$ cat config.mk
export PLATFORM = sky130hd
export DESIGN_NAME = rx_buffer_assembler
export DESIGN_NICKNAME = d
export VERILOG_FILES = /design/src/rtl/rx_buffer_assembler.sv
export SDC_FILE = /design/constraint.sdc
export NUM_CORES = 1
export LEC_CHECK = 0
export CAP_MARGIN = 30
export CORE_MARGIN = 8
export CORE_UTILIZATION = 24
export CTS_BUF_LIST = sky130_fd_sc_hd__clkbuf_4
export DETAILED_ROUTE_END_ITERATION = 8
export SYNTH_ARGS = -nofsm -noshare
export SYNTH_HDL_FRONTEND = slang
export SYNTH_SLANG_ARGS = --single-unit
$ cat constraint.sdc
create_clock -name clk -period 2.6 [get_ports clk]
set_input_delay 0.52 -clock clk [delete_from_list [all_inputs] [get_ports clk]]
set_output_delay 0.52 -clock clk [all_outputs]
set_load 0.02 [all_outputs]
$ cat src/rtl/rx_buffer_assembler.sv
// Packs a uart_rx byte stream MSB-first into a DEPTH x WIDTH array and
// presents the finished array to the sorter. Partial arrays are dropped on a
// line error or when the gap between bytes exceeds TIMEOUT_CYCLES.
//
// Handshake: valid_out is high while a complete array sits on array_out; the
// array is taken on any rising edge where valid_out & ready_in. valid_out
// never falls without that handshake (except on reset), and array_out does
// not change while valid_out is high.
module rx_buffer_assembler #(
   parameter int WIDTH          = 32,
   parameter int DEPTH          = 8,
   parameter int TIMEOUT_CYCLES = 100000
) (
   input  logic             clk,
   input  logic             rst_n,
   input  logic [7:0]       byte_in,
   input  logic             byte_valid,
   input  logic             rx_err,
   output logic [WIDTH-1:0] array_out [DEPTH-1:0],
   output logic             valid_out,
   input  logic             ready_in,
   output logic             overrun_err,
   output logic             timeout_err,
   output logic [1:0]       state_dbg
);

   localparam int BPW   = WIDTH / 8;
   localparam int N     = DEPTH * BPW;
   // A single-byte array still needs a one-bit counter to be legal.
   localparam int CNT_W = (N > 1) ? $clog2(N) : 1;
   localparam int TMO_W = $clog2(TIMEOUT_CYCLES);

   typedef enum logic [1:0] {
      IDLE    = 2'd0,
      COLLECT = 2'd1,
      HOLD    = 2'd2
   } state_t;

   state_t            state_q, state_d;
   logic [CNT_W-1:0]  cnt_q, cnt_d;
   logic [TMO_W-1:0]  tmo_q, tmo_d;
   logic              ovr_q, ovr_d;
   logic              tout_q, tout_d;
   logic              wr_en;
   logic [CNT_W-1:0]  wr_idx;
   logic [WIDTH-1:0]  array_q [DEPTH];

   // Count value after storing the first byte of a new array.
   localparam logic [CNT_W-1:0] CNT_AFTER_FIRST = (N == 1) ? '0 : CNT_W'(1);

   // State, byte counter, gap timer and error pulse registers.
   always_ff @(posedge clk or negedge rst_n) begin
      if (!rst_n) begin
         state_q <= IDLE;
         cnt_q   <= '0;
         tmo_q   <= '0;
         ovr_q   <= 1'b0;
         tout_q  <= 1'b0;
      end else begin
         state_q <= state_d;
         cnt_q   <= cnt_d;
         tmo_q   <= tmo_d;
         ovr_q   <= ovr_d;
         tout_q  <= tout_d;
      end
   end

   // Next-state logic: byte acceptance, discard on error/timeout, handshake.
   always_comb begin
      state_d = state_q;
      cnt_d   = cnt_q;
      tmo_d   = tmo_q;
      ovr_d   = 1'b0;
      tout_d  = 1'b0;
      wr_en   = 1'b0;
      wr_idx  = cnt_q;
      unique case (state_q)
         IDLE: begin
            tmo_d = '0;
            if (rx_err) begin
               cnt_d = '0;
            end else if (byte_valid) begin
               wr_en   = 1'b1;
               wr_idx  = '0;
               cnt_d   = CNT_AFTER_FIRST;
               state_d = (N == 1) ? HOLD : COLLECT;
            end
         end
         COLLECT: begin
            if (rx_err) begin
               state_d = IDLE;
               cnt_d   = '0;
               tmo_d   = '0;
            end else if (byte_valid) begin
               // A byte on the final timer cycle wins over the timeout.
               wr_en = 1'b1;
               tmo_d = '0;
               if (cnt_q == CNT_W'(N - 1)) begin
                  state_d = HOLD;
                  cnt_d   = '0;
               end else begin
                  cnt_d = cnt_q + 1'b1;
               end
            end else if (tmo_q == TMO_W'(TIMEOUT_CYCLES - 1)) begin
               state_d = IDLE;
               cnt_d   = '0;
               tmo_d   = '0;
               tout_d  = 1'b1;
            end else begin
               tmo_d = tmo_q + 1'b1;
            end
         end
         HOLD: begin
            // rx_err is ignored here: the held array is already complete.
            tmo_d = '0;
            if (ready_in) begin
               cnt_d   = '0;
               state_d = IDLE;
               if (byte_valid) begin
                  wr_en   = 1'b1;
                  wr_idx  = '0;
                  cnt_d   = CNT_AFTER_FIRST;
                  state_d = (N == 1) ? HOLD : COLLECT;
               end
            end else if (byte_valid) begin
               ovr_d = 1'b1;
            end
         end
         default: begin
            state_d = IDLE;
            cnt_d   = '0;
            tmo_d   = '0;
         end
      endcase
   end

   // Array storage: byte k lands in word k/BPW, MSB-first within the word.
   always_ff @(posedge clk or negedge rst_n) begin
      if (!rst_n) begin
         for (int w = 0; w < DEPTH; w++) begin
            array_q[w] <= '0;
         end
      end else if (wr_en) begin
         for (int w = 0; w < DEPTH; w++) begin
            for (int b = 0; b < BPW; b++) begin
               if (wr_idx == CNT_W'(w * BPW + b)) begin
                  array_q[w][WIDTH-1-8*b -: 8] <= byte_in;
               end
            end
         end
      end
   end

   // Drive the array output from the storage registers.
   always_comb begin
      for (int w = 0; w < DEPTH; w++) begin
         array_out[w] = array_q[w];
      end
   end

   assign valid_out   = (state_q == HOLD);
   assign overrun_err = ovr_q;
   assign timeout_err = tout_q;
   assign state_dbg   = state_q;

endmodule

==> impl_metrics.tcl <==
set metrics [dict create \
    worstPathCellList "clkdlybuf4s50_1" \
    ir_drop_mv 0.329 \
    fin_skew_ns 0.0407 \
    timing.critical_path.buf_inv 1 \
    start_kind "flop" \
    die_y_um 233 \
    track_usage_pct 13.7 \
    worstSetupPathDepth 1 \
    layout-drive-gt1-share_pct 41.1 \
    fmax_mhz 417 \
    rsz0062_at_grt "false" \
    path_clk_slew_ns 0.06 \
    maxCapViolations 0 \
    startpoint "state_dbg[1]" \
    synthTopCellsByArea "dfrtp_1 62%, mux2_2 26%, nor3_4 2.0%" \
    grt_pass1_vias 8453 \
    cts_buffers 82 \
    syn2layout_area_growth_pct 44.2 \
    gp_congestion 0.766 \
    rows 79 \
    p_per_area_nw_per_um2 615 \
    crit_fanout 10 \
    htree_levels 3 \
    start_util_pct 24.3 \
    drt-pass1-iter-count 5 \
    hold_path.class "in2reg" \
    vias 7721 \
    holdWs_ns 0.193 \
    stdcell_area_um2 16300 \
    async_reset_ff_share_pct 100 \
    die_w_um 233 \
    synth.ff_latch_count 282 \
    syn_avg_cell_area_um2 15.4 \
    dpl.hpwl_um 24900 \
    clk_latency_ns 0.78 \
    cp.arrival_ns 1.88 \
    core-area_um2 46600 \
    route.detailed.drc 0 \
    status "finished, final reports clean" \
    r2r-end "array_out[215]" \
    clockRootBuffer "clkbuf_4" \
    n_fill_cell 4600 \
    cp_top_family "buffers and inverters" \
    worst_pin_slew_ns 0.648 \
    cp_slowest_cell "clkdlybuf4s50_1" \
    min_period_ns 2.40 \
    io_pins 274 \
    cp-endpoint "state_dbg[1]" \
    synth.distinct_cells 47 \
    final.period_utilization_pct 92.2 \
    syn_area_um2 11300 \
    reg2regPathDepth 4 \
    grt_max_degree 64 \
    dp_cells 1623 \
    die_area_um2 54400 \
    grt_first_pass_wirelength_um 55600 \
    cts_setup_buffers 0 \
    max_stage_delay_ns 0.66 \
    reg2reg_from "cnt_q[3]" \
    yosys_warnings 0 \
    crit_type "reg2out" \
    overflow 0 \
    portBuffers 273 \
    synth_edf_count 0 \
    drt_wl_total_um 37000 \
    clk_path_buf_depth 3 \
    ys.flop_type "dfrtp_1" \
    hold_viol 0 \
    yosysTopAreaCell "dfrtp_1" \
    final_cells 1769 \
    setup-tns-final_ns 0 \
    required_ns 2.08 \
    drv_slew 0 \
    yosys.area.top_type_share_pct 62.4 \
    wire_per_inst_um 20.9 \
    antenna_found_initial 3 \
    tritoncts "built" \
    ys_seq_area_share_pct 62.4 \
    relSlewSlack_pct 56.8 \
    dpl_cell_area_um2 15200 \
    fin_nets 1117 \
    leakage_nw 7.50 \
    setup.worst_path.end_class "output pin" \
    cts.sink_count 282 \
    synth_fp_nets 753 \
    syn_inst 737 \
    drtIter0Drc 258 \
    final_antenna_net_count 0 \
    setup_viol 0 \
    reg2reg_slack_ns 0.41 \
    post-route-util_pct 35.1 \
    viasPerCell 4.36 \
]
[how the worst min path moves through the flow]
stage / startpoint / to / slack [ns] / depth (start not counted)
global placement: tmo_q[0] / tmo_q[0] / 0.44 / 1
finish: byte_in[6] / array_out[118] / 0.19 / 2
CTS: byte_in[6] / array_out[118] / 0.08 / 2
global route: byte_in[6] / array_out[6] / 0.08 / 2
floorplan: rst_n / array_out[0] / 0.22 / 0
detailed placement: tmo_q[0] / tmo_q[0] / 0.46 / 1
[registers in the layout, indices dropped and copies added (netlist names)]
register	cells
state_dbg	2
array_out	256
tmo_q	17
overrun_err	1
timeout_err	1
cnt_q	5
[timing repair]
action | 4_1_cts | 5_1_grt
endpoints found under the setup margin | 3 | 0
gates resized for setup | 3 | 0
hold buffers | 1 | 0
hold endpoints to repair | 55 | 0
[placed cells by master, fill, tap and decap left out, types with 11 or more instances in the layout]
master and instances:
xnor2_1 11, dfrtp_1 280, nor2_1 27, nand2_1 11, buf_4 24, clkinv_1 13, clkdlybuf4s50_1 262, clkbuf_4 112
buf_12 21, nor3_4 14, mux2_2 257, nand3_2 14
[layout make-up]
class | count | area [µm²] | area share (%)
diodes | 5 | 12.5 | 0.0767
clock buffers | 112 | 841 | 5.15
clock inverters | 28 | 256 | 1.57
inverters | 3 | 11.3 | 0.0690
multi-input cells | 413 | 4070 | 25.0
flip-flops and latches | 282 | 7060 | 43.3
well taps | 607 | 759 | 4.65
repair buffers | 319 | 3310 | 20.3
[per-layer routing]
metal	GRT usage [%]	up-vias	part of all wire, %
li1	-	3417	-
met1	16.8	3991	42
met2	21.4	243	47
met3	6.19	70	9.5
met4	4.67	0	2.3
met5	0	-	0
[per-stage QoR]
step                      setup WS (ns)  power [mW]
after floorplan                   0.479        5.10
after global placement           0.0147        5.66
after detailed placement         0.0205        5.67
after CTS                        0.0654        10.3
after global routing             0.0546        10.6
final                             0.204        10.0
[where the power goes]
part	switching (mW)	leakage (nW)	internal [mW]
sequential	0.102	3.90	4.52
combinational	0.551	2.96	0.394
clock	1.97	0.639	2.50
[synth_stat cells, drive strengths merged, types with 2 or more instances]
cell	number
and2	4
and3	2
and3b	2
and4	2
buf	8
clkbuf	31
dfrtp	282
ha	3
inv	3
mux2	257
nand2	11
nand2b	3
nand3	21
nand3b	3
nand4	7
nor2	30
nor2b	4
nor3	19
nor3b	3
nor4	8
nor4b	2
or2b	2
xnor2	11
xor2	4
[cells by family after synthesis]
logic type,after synthesis,share of synthesized area [%]
AO/OA/AOI/OAI,13,0.896
XOR/XNOR,15,1.16
adder cells (fa/ha/maj),3,0.332
buffers and inverters,42,1.65
flip-flops,282,62.4
multiplexers,257,25.6
AND/OR/NAND/NOR,125,8.04
(Power assumes the default switching activity.)
